<file path="src/rtl/fifo_wr_arbiter.sv">
// Round-robin write-port arbiter: grants one producer at a time a bounded
// burst into a shared FIFO write port, stalling (not revoking) on fifo_full.
`timescale 1ns/1ps
module fifo_wr_arbiter #(
  parameter int NUM_REQ   = 4,
  parameter int DATA_W    = 128,
  parameter int MAX_BURST = 8
) (
  input  logic                       clk,
  input  logic                       reset,
  input  logic [NUM_REQ-1:0]         req_valid,
  input  logic [NUM_REQ*DATA_W-1:0]  req_data,
  output logic [NUM_REQ-1:0]         req_ready,
  input  logic                       fifo_full,
  output logic                       fifo_wr_en,
  output logic [DATA_W-1:0]          fifo_wr_data,
  output logic                       grant_active,
  output logic [$clog2(NUM_REQ)-1:0] grant_id
);

  localparam int IDW = $clog2(NUM_REQ);
  localparam int BCW = $clog2(MAX_BURST + 1);

  localparam logic [0:0] IDLE  = 1'b0;
  localparam logic [0:0] GRANT = 1'b1;

  logic [0:0]      state;
  logic [IDW-1:0]  rr_ptr;
  logic [IDW-1:0]  pick;
  logic [IDW-1:0]  idx;
  logic [IDW-1:0]  next_ptr;
  logic [BCW-1:0]  burst_cnt;
  logic [DATA_W-1:0] sel_data;
  logic            any_valid;
  logic            in_grant;
  logic            xfer;
  logic            last_beat;
  logic            release_g;

  // First valid requester searching upward from rr_ptr with wrap-around.
  always_comb begin
    any_valid = 1'b0;
    pick      = '0;
    idx       = '0;
    for (int unsigned k = 0; k < NUM_REQ; k++) begin
      idx = IDW'((32'(rr_ptr) + k) % NUM_REQ);
      if (!any_valid && req_valid[idx]) begin
        any_valid = 1'b1;
        pick      = idx;
      end
    end
  end

  always_comb begin
    sel_data = '0;
    for (int unsigned i = 0; i < NUM_REQ; i++) begin
      if (IDW'(i) == grant_id) sel_data = req_data[i*DATA_W +: DATA_W];
    end
  end

  // Reset gates the outputs combinationally so they drop in the reset cycle itself.
  assign in_grant     = (state == GRANT) && !reset;
  assign xfer         = in_grant && req_valid[grant_id] && !fifo_full;
  assign last_beat    = (burst_cnt == BCW'(MAX_BURST - 1));
  assign release_g    = in_grant && (!req_valid[grant_id] || (xfer && last_beat));
  assign next_ptr     = (grant_id == IDW'(NUM_REQ - 1)) ? '0 : grant_id + 1'b1;

  assign grant_active = in_grant;
  assign fifo_wr_en   = xfer;
  assign fifo_wr_data = in_grant ? sel_data : '0;

  always_comb begin
    req_ready = '0;
    for (int unsigned i = 0; i < NUM_REQ; i++) begin
      req_ready[i] = in_grant && !fifo_full && (IDW'(i) == grant_id);
    end
  end

  always_ff @(posedge clk) begin
    if (reset) begin
      state     <= IDLE;
      grant_id  <= '0;
      rr_ptr    <= '0;
      burst_cnt <= '0;
    end else begin
      case (state)
        IDLE: begin
          if (any_valid) begin
            grant_id  <= pick;
            burst_cnt <= '0;
            state     <= GRANT;
          end
        end
        GRANT: begin
          if (xfer) burst_cnt <= burst_cnt + 1'b1;
          if (release_g) begin
            state  <= IDLE;
            rr_ptr <= next_ptr;
          end
        end
        default: state <= IDLE;
      endcase
    end
  end

endmodule

</file>
<file path="config.mk">
export PLATFORM = sky130hd
export DESIGN_NAME = fifo_wr_arbiter
export DESIGN_NICKNAME = d
export VERILOG_FILES = /design/src/rtl/fifo_wr_arbiter.sv
export SDC_FILE = /design/constraint.sdc
export NUM_CORES = 1
export LEC_CHECK = 0
export ABC_CLOCK_PERIOD_IN_PS = 2160
export BUFFER_PORTS_ARGS = -buffer_cell sky130_fd_sc_hd__buf_4
export CORE_AREA = 2 2 256 258
export DETAILED_ROUTE_END_ITERATION = 16
export DIE_AREA = 0 0 258 260
export MAX_ROUTING_LAYER = met4
export PLACE_DENSITY_LB_ADDON = 0.25
export SLEW_MARGIN = 30
export SYNTH_ARGS = -nofsm -noshare
export SYNTH_HDL_FRONTEND = slang
export SYNTH_SLANG_ARGS = --single-unit
</file>
<file path="constraint.sdc">
create_clock -name clk -period 2.16 [get_ports clk]
set_clock_uncertainty 0.2 [all_clocks]
set_input_delay 0.324 -clock clk [delete_from_list [all_inputs] [get_ports clk]]
set_output_delay 0.324 -clock clk [all_outputs]
set_load 0.01 [all_outputs]
</file>
==> results of run 1 <==
-- critical path: stages, from the launching register on --
cell and delay, ns:
sky130_fd_sc_hd__dfxtp_4 0.35, sky130_fd_sc_hd__buf_6 0.11, sky130_fd_sc_hd__ha_4 0.17, sky130_fd_sc_hd__nor2b_4 0.18, sky130_fd_sc_hd__buf_4 0.15, sky130_fd_sc_hd__buf_12 0.16, sky130_fd_sc_hd__buf_4 0.15, sky130_fd_sc_hd__a22oi_1 0.06
sky130_fd_sc_hd__o21ai_1 0.18, sky130_fd_sc_hd__a22o_1 0.17, sky130_fd_sc_hd__buf_4 0.12
-- through the flow --
stage / utilization / TNS (ns) / instance area (um2) / instances
floorplan: - / -1.30 / 4190 / 671
global placement: 0.171 / -16.93 / 10900 / 2202
detailed placement: 0.171 / -18.64 / 10900 / 2202
CTS: 0.191 / -42.55 / 12200 / 2229
global route: 0.199 / -52.48 / 12800 / 2257
finish: 0.199 / -40.45 / 12800 / 2257
-- worst min-delay path by stage --
| stage | startpoint | endpoint | slack (ns) | cells past startpoint |
|---|---|---|---|---|
| final | req_valid[3] | grant_id[1] | 0.24 | 3 |
| after global placement | burst_cnt[3] | burst_cnt[3] | 0.24 | 2 |
| after detailed placement | burst_cnt[3] | burst_cnt[3] | 0.25 | 2 |
| after global routing | reset | grant_id[1] | 0.27 | 3 |
| after floorplan | burst_cnt[3] | burst_cnt[3] | 0.23 | 2 |
| after CTS | req_valid[3] | grant_id[1] | 0.24 | 3 |
-- timing repair --
action / 4_1_cts / 5_1_grt
endpoints found under the hold margin: 0 / 0
pin swaps: 57 / 93
setup endpoints to repair: 129 / 130
resized for setup: 267 / 104
buffers inserted: 12 / 18
cloned: 13 / 6
-- metal layers --
layer / share of wire / wire, um / track usage
met5: 0 / 0 / -
met4: 0.022 / 1080 / 0.0315
met3: 0.086 / 4280 / 0.0400
met2: 0.49 / 24300 / 0.230
met1: 0.40 / 20000 / 0.157
-- logic make-up (layout without fill, tap and decap cells) --
| group | count (synthesis) | in the layout | synth area share |
|---|---|---|---|
| multiplexers | 4 | 4 | 0.0132 |
| buffers and inverters | 91 | 815 | 0.0867 |
| AO/OA/AOI/OAI | 400 | 400 | 0.679 |
| adder cells (fa/ha/maj) | 5 | 5 | 0.0151 |
| other | 0 | 7 | 0 |
| flip-flops | 9 | 9 | 0.0433 |
| AND/OR/NAND/NOR | 162 | 162 | 0.163 |
-- registers in the layout, summed over array words and instances, names as in the netlist --
register,cells
state,1
burst_cnt,4
rr_ptr,2
grant_id,2
-- layout make-up --
type,count,area [um2]
diodes,7,17.5
clock buffers,4,78.8
fillers,7271,51300
inverters,6,27.5
multi-input cells,571,4190
flip-flops and latches,9,185
well taps,855,1070
repair buffers,805,7220
-- layout by cell type, fill, tap and decap left out, types with 3 or more instances in the layout --
cell type	n
sky130_fd_sc_hd__diode_2	7
sky130_fd_sc_hd__a22oi_2	85
sky130_fd_sc_hd__nor2_1	3
sky130_fd_sc_hd__clkbuf_16	9
sky130_fd_sc_hd__a22o_2	3
sky130_fd_sc_hd__dfxtp_1	7
sky130_fd_sc_hd__nand3_1	4
sky130_fd_sc_hd__ha_4	4
sky130_fd_sc_hd__nand2_1	126
sky130_fd_sc_hd__buf_12	27
sky130_fd_sc_hd__o21ai_2	9
sky130_fd_sc_hd__o21ai_0	9
sky130_fd_sc_hd__nand2_2	5
sky130_fd_sc_hd__a22oi_1	42
sky130_fd_sc_hd__o21ai_1	114
sky130_fd_sc_hd__nor2b_1	5
sky130_fd_sc_hd__a22o_1	123
sky130_fd_sc_hd__inv_1	3
sky130_fd_sc_hd__a21oi_1	5
sky130_fd_sc_hd__buf_6	79
sky130_fd_sc_hd__nor3_1	3
sky130_fd_sc_hd__buf_4	666
sky130_fd_sc_hd__buf_16	17
sky130_fd_sc_hd__and2_1	3
sky130_fd_sc_hd__buf_8	9
-- report_power, final --
group / total [W] / switching [W] / internal (W)
registers: 0.000182 / 0.00000769 / 0.000174
logic: 0.00336 / 0.00147 / 0.00188
clock network: 0.000323 / 0.0000763 / 0.000246
==> results, run 1 <==
- The sequential fraction of the synthesis area is 0.0433.
- The area added between synthesis and finish is 207%.
- The vertical die dimension is 260 um.
- In the finished design, the share of the clock period the worst path needs comes to 1.20.
- The power density normalized to cell area is 302 nW/um2.
- The total power consumption of the routed design is 0.00386 W.
- The starting density of the core is 0.0648.
- In this run, post-CTS hold repair placed 0 buffers.
- For this run, the post-layout net count is 1920.
- STA puts the critical path data required time at 1.64 ns.
- For this run, the top clock speed supported by timing is 386 MHz.
- The number of routed nets with antenna violations is 0.
- The top flip-flop cell by instance count after synthesis is sky130_fd_sc_hd__dfxtp_1.
- In this run the worst setup path begins at grant_id[0].
- The critical path launch point type is a register.
- Setup repair after global routing could not meet its margin everywhere.
- Max-cap violations in this run came to 0.
- The core region is 64100 um2.
- The checks that failed: negative setup slack.
- Along the worst path, the maximum fanout reaches 17.
- Across the VDD grid, the largest voltage drop is 0.289 mV.
- The source of the worst register-to-register timing path is grant_id[0].
- The worst slack at placement is -0.419 ns.
- The tightest slew margin relative to the limit is 0.808.
- The total CTS buffers is 3.
- For this run, the total global-route usage over all layers was measured as 0.136.
- The total nets after synthesis is 1195.
- The routed layout has 8777 vias.
- The worst min-delay path category is in2reg.
- The critical path arrival is 2.07 ns.
- The setup-violating endpoint count in the final report is 129.
- In this run the register-to-register setup slack is 0.09 ns.
- The I/O pin total is 655.
- The critical path class is reg2out.
- By area the synthesized netlist is led by sky130_fd_sc_hd__a22o_1 27%, sky130_fd_sc_hd__a22oi_1 23%, sky130_fd_sc_hd__o21ai_0 16%, sky130_fd_sc_hd__nand2_1 12%, sky130_fd_sc_hd__clkbuf_1 5.1%.
- The number of global-route vias before repair is 8926.
- Subtracting the final worst setup slack from the clock period gives 2.59 ns.
- The later pin in the worst-skew pair is clocked with a latency of 0.23 ns.
- The total number of yosys warnings is 0.
- The share of post-route cells with drive strength above 1 is 0.667.
- The first-pass GRT wire length is 64200 um.
- The post-detailed-placement half-perimeter wirelength is 37400 um.
- In the routed design, unresolved DRC markers number 0.
- TritonCTS built the clock tree.
- The overall routed net length is 49700 um.
- The number of distinct library cell variants in the gate-level netlist after synthesis is 34.
- In this run the worst setup path terminates at fifo_wr_data[88].
- The largest net degree at the start of global routing is 49.
- In the final routed layout, each cell accounts on average for 22.0 um.
- The average instance area after synthesis is 6.19 um2.
- The total grt overflow is 0.
- The kind of capture point of the worst setup path is an output pin.
- The tree built by TritonCTS fans out to 9 sinks.
- The number of DRC markers in iteration 0 is 526.
- Yosys instantiated no cell more often than sky130_fd_sc_hd__o21ai_0.
- The number of cells on the worst reg-to-reg path is 6.
- The synthesized instance count is 671.
- The total number of H-tree levels is 1.
- The post-synthesis register bit count is 9.
- The total of buffers placed on input and output ports is 654.
- The detailed-route vias per instance is 3.89.
- The final weighted congestion in routability-driven placement is 0.919.
- The area enclosed by the die boundary is 67100 um2.
- The first TritonRoute pass finished after 5 iterations.
- The count of pins over their slew limit is 0.
- Measured along the x axis, the die boundary spans 258 um.
- Counting along the longest clock path gives a buffer depth of 2.
- The endpoint identified for the worst register-to-register timing path is burst_cnt[0].
- Counting instances in the post-synthesis netlist gives the leading cell types as 132 x sky130_fd_sc_hd__o21ai_0, 131 x sky130_fd_sc_hd__nand2_1, 128 x sky130_fd_sc_hd__a22o_1.
- Once routing completed, OpenROAD measured the worst setup slack at -0.430 ns.
- The tree is rooted in a sky130_fd_sc_hd__clkbuf_16.
- The transition time of the tightest slew-check pin is 0.286 ns.
- The count of endpoints failing hold in the final timing report is 0.
- The worst slack on hold paths is 0.244 ns.
- The initial antenna violation count came to 12.
- After synthesis, the share of flip-flops with an asynchronous set or reset is 0.
- The run finished, with violations left.
- The floorplan has 93 rows.
- The leakage component of the power is 5.85 nW.
- The mapped netlist covers 4160 um2.
- The synthesized design spends more area on one cell type than any other, namely sky130_fd_sc_hd__a22o_1.
- Clock-pin slew was measured on the worst setup and hold paths at 0.04 ns.
- Of the post-synthesis cell area, the dominant cell type holds 0.270.
- The synthesized design contains 0 enable-type register cells.
(Power assumes the default switching activity.)
==> inputs of run 2 (changes only) <==
--- a/config.mk
+++ b/config.mk
@@ -12,7 +12,7 @@
 export DIE_AREA = 0 0 258 260
 export MAX_ROUTING_LAYER = met4
 export PLACE_DENSITY_LB_ADDON = 0.25
-export SLEW_MARGIN = 30
+export SLEW_MARGIN = 20
 export SYNTH_ARGS = -nofsm -noshare
 export SYNTH_HDL_FRONTEND = slang
 export SYNTH_SLANG_ARGS = --single-unit
==> constraint.sdc (replaced) <==
create_clock -name clk -period 2.16 [get_ports clk]
set_clock_uncertainty 0.2 [all_clocks]
set_input_delay 0.324 -clock clk [delete_from_list [all_inputs] [get_ports clk]]
set_output_delay 0.324 -clock clk [all_outputs]
set_load 0.02 [all_outputs]
==> results, run 2 (synthesized netlist as in run 1, its figures left out) <==
- The flow ran to the end, but the final reports show violations.
- The final reports fail on negative setup slack.
- The internal portion of total power is 0.00220 W (-4.6%).
- The library cells used most frequently in the layout, excluding fill and tap cells, are 670 x sky130_fd_sc_hd__buf_4, 128 x sky130_fd_sc_hd__a22o_1, 123 x sky130_fd_sc_hd__nand2_1.
- The overall routed net length came to 48300 um (-2.8%).
- The peak clock frequency supported by timing is 397 MHz (+2.8%).
- The register with the most flip-flops in the final layout is burst_cnt.
- The number of global-route vias before repair is 9072 (+1.6%).
- The number of filler cells placed in the layout was 7292 (+0.29%).
- The power spent charging and discharging nets is 0.00157 W (+0.98%).
- The total of buffers placed on input and output ports came to 654 (unchanged).
- The die width is 258 um (unchanged).
- The clock share of power was 0.088 (+0.004).
- The starting density of the core was 0.0648 (unchanged).
- The final weighted congestion in routability-driven placement was 0.936 (+1.8%).
- The largest registers in the layout are burst_cnt (4), grant_id (2), rr_ptr (2).
- The maximum buffer depth of the clock tree is 2 (unchanged).
- The vertical die dimension is 260 um (unchanged).
- The critical path arrival was 2.00 ns (-0.07 ns).
- The number of cells on the worst reg-to-reg path came to 7 (+1).
- The path class of the tightest hold or removal check is in2reg.
- The initial antenna violation count was 9 (-3).
- The flip-flop count of the largest register, all copies and words added is 4 (unchanged).
- The count of max-cap constraint violations is 0 (unchanged).
- The required time of the critical path is 1.64 ns (about the same).
- STA classifies the critical path endpoint as an output pin.
- The transition time of the tightest slew-check pin is 0.281 ns (-0.00553 ns).
- The filler-free cell count of the finished design is 2269 (+0.53%).
- The clock edge transition at the registers on the reported setup and hold paths came to 0.04 ns (about the same).
- The clock latency on the worst-skew pair is 0.24 ns (about the same).
- The startpoint identified for the worst register-to-register timing path is grant_id[0].
- The I/O pin total is 655 (unchanged).
- The peak fanout along the critical path is 17 (unchanged).
- The share of the cycle needed by the critical path after routing is 1.17 (-0.0325).
- The total routing resource utilization after global routing was 0.129 (-0.00653).
- The worst hold path terminates at burst_cnt[0].
- The register share of total power is 0.048 (about the same).
- The first-pass GRT wire length was 62100 um (-3.3%).
- The count of pins over their slew limit is 0 (unchanged).
- The setup-violating endpoint count in the final report is 129 (unchanged).
- The final critical delay including setup and external delays is 2.52 ns (-0.0703 ns).
- The share of post-route cells with drive strength above 1 is 0.653 (-0.0147).
- The power density normalized to cell area came to 298 nW/um2 (-1.3%).
- The net count of the finished layout was 1933 (+0.68%).
- The endpoint identified for the worst register-to-register timing path is burst_cnt[0].
- The via count is 8831 (+0.62%).
- The area of the core was 64100 um2 (unchanged).
- The total grt overflow is 0 (unchanged).
- The total power consumption of the routed design is 0.00377 W (-2.4%).
- The post-detailed-placement half-perimeter wirelength is 36900 um (-1.2%).
- The area added between synthesis and finish is 204%.
- The placed standard-cell area was 11000 um2 (+0.55%).
- The number of optimization iterations in the first detailed-route pass is 5 (unchanged).
- The CTS tree is yes.
- The total number of H-tree levels is 1 (unchanged).
- The largest net degree at the start of global routing is 39 (-20%).
- The area of all placed cells without fillers is 12600 um2 (-1.1%).
- The cell count after placement is 2217 (+0.68%).
- The leakage component of the power is 5.87 nW (+0.32%).
- The proportion of total power due to net switching is 0.417 (+0.0138).
- The hold path depth is 4 (+1).
- The clock sink count came to 9 (unchanged).
- The number of routed nets with antenna violations came to 0 (unchanged).
- The maximum vdd drop is 0.184 mV (-36%).
- The total CTS buffers is 3 (unchanged).
- The critical path class is reg2out.
- The detailed-route vias per instance is 3.89 (about the same).
- The post-detailed-route wirelength per cell is 21.3 um (-3.3%).
- The area enclosed by the die boundary is 67100 um2 (unchanged).
- The critical path launch point type is a register.
- The number of DRC markers in iteration 0 is 426 (-19%).
- Clock tree synthesis selected as its root buffer the cell sky130_fd_sc_hd__clkbuf_16.
- The leading cell type in the layout, fill and taps excluded is sky130_fd_sc_hd__buf_4.
- The count of standard-cell rows is 93 (unchanged).
- Setup repair after global routing could not meet its margin everywhere.
- The DRC violation count after routing came to 0 (unchanged).
- The critical hold path startpoint is fifo_full.
- The count of endpoints failing hold in the final timing report is 0 (unchanged).
- The setup slack after layout is -0.360 ns (+0.0703 ns).
- The count of hold buffers inserted by post-cts repair was 0 (unchanged).
- The reg-to-reg setup timing slack was 0.04 ns (-0.05 ns).
- The proportion of power drawn by combinational gates is 0.864 (-0.005).
- The tightest slew margin relative to the limit was 0.810 (+0.00271).
[run 2: changes by cell type in the layout (fill, tap and decap cells not counted), moves of 4 or more]
| cell | delta |
|---|---|
| sky130_fd_sc_hd__buf_6 | +23 |
| sky130_fd_sc_hd__a22oi_2 | -34 |
| sky130_fd_sc_hd__o21ai_2 | +11 |
| sky130_fd_sc_hd__a22oi_1 | +34 |
| sky130_fd_sc_hd__nand2_2 | +4 |
| sky130_fd_sc_hd__o21ai_1 | -14 |
| sky130_fd_sc_hd__buf_4 | +4 |
| sky130_fd_sc_hd__buf_16 | -6 |
| sky130_fd_sc_hd__a22o_1 | +5 |
| sky130_fd_sc_hd__buf_12 | -4 |
| sky130_fd_sc_hd__buf_8 | -6 |
[run 2: critical path, cell delays in order (launching register included)]
cell and delay [ns]:
sky130_fd_sc_hd__dfxtp_4 0.34, sky130_fd_sc_hd__inv_4 0.07, sky130_fd_sc_hd__ha_4 0.13, sky130_fd_sc_hd__nor2b_4 0.23, sky130_fd_sc_hd__buf_12 0.22, sky130_fd_sc_hd__buf_4 0.15
sky130_fd_sc_hd__a22oi_2 0.05, sky130_fd_sc_hd__o21ai_2 0.11, sky130_fd_sc_hd__a22o_1 0.24, sky130_fd_sc_hd__buf_6 0.15
[run 2: area by class of cell]
cell class                      instances  area (um2)  share of cell area
Multi-Input combinational cell        571        4050               0.320
Inverter                                6        27.5             0.00218
Tap cell                              855        1070              0.0846
Timing Repair Buffer                  818        7220               0.571
Clock buffer                            4        78.8             0.00623
Sequential cell                         9         188              0.0148
Antenna cell                            6        15.0             0.00119
[run 2: metrics by stage]
step / utilization / TNS [ns] / hold WS (ns) / setup slack (ns)
detailed placement: 0.172 / -16.60 / 0.258 / -0.310
finish: 0.197 / -36.53 / 0.232 / -0.360
CTS: 0.189 / -37.56 / 0.237 / -0.363
floorplan: - / 0 / 0.226 / 0.00231
global route: 0.197 / -48.47 / 0.259 / -0.462
global placement: 0.172 / -16.99 / 0.238 / -0.280
[run 2: per-layer routing]
layer / up-vias / routed length [um] / global-route usage
met5: - / 0 / -
met3: 67 / 2920 / 0.0177
met1: 4147 / 18500 / 0.143
met4: 0 / 1890 / 0.0451
li1: 4117 / - / -
met2: 500 / 25000 / 0.236
[run 2: how the worst max path moves through the flow]
| stage | from | to | slack [ns] | cells past startpoint |
|---|---|---|---|---|
| floorplan | grant_id[0] | fifo_wr_data[101] | 0.002 | 9 |
| global placement | grant_id[1] | fifo_wr_data[48] | -0.28 | 8 |
| detailed placement | grant_id[1] | fifo_wr_data[47] | -0.31 | 8 |
| CTS | grant_id[0] | fifo_wr_data[9] | -0.36 | 10 |
| global route | grant_id[1] | fifo_wr_data[66] | -0.46 | 10 |
| finish | grant_id[1] | fifo_wr_data[39] | -0.36 | 9 |
[run 2: power by group through the flow]
stage / clock, W / sequential, W / combinational (W)
finish: 0.000332 / 0.000182 / 0.00326
global route: 0.000353 / 0.000183 / 0.00347
CTS: 0.000339 / 0.000182 / 0.00309
detailed placement: 0 / 0.000183 / 0.00258
global placement: 0 / 0.000183 / 0.00258
floorplan: 0 / 0.000188 / 0.00105
[run 2: what timing repair did]
| item | in CTS | in global routing |
|---|---|---|
| gates cloned | 11 | 8 |
| gates resized for setup | 237 | 70 |
| endpoints found under the setup margin | 129 | 131 |
| buffers inserted | 10 | 17 |
| pin swaps | 48 | 55 |
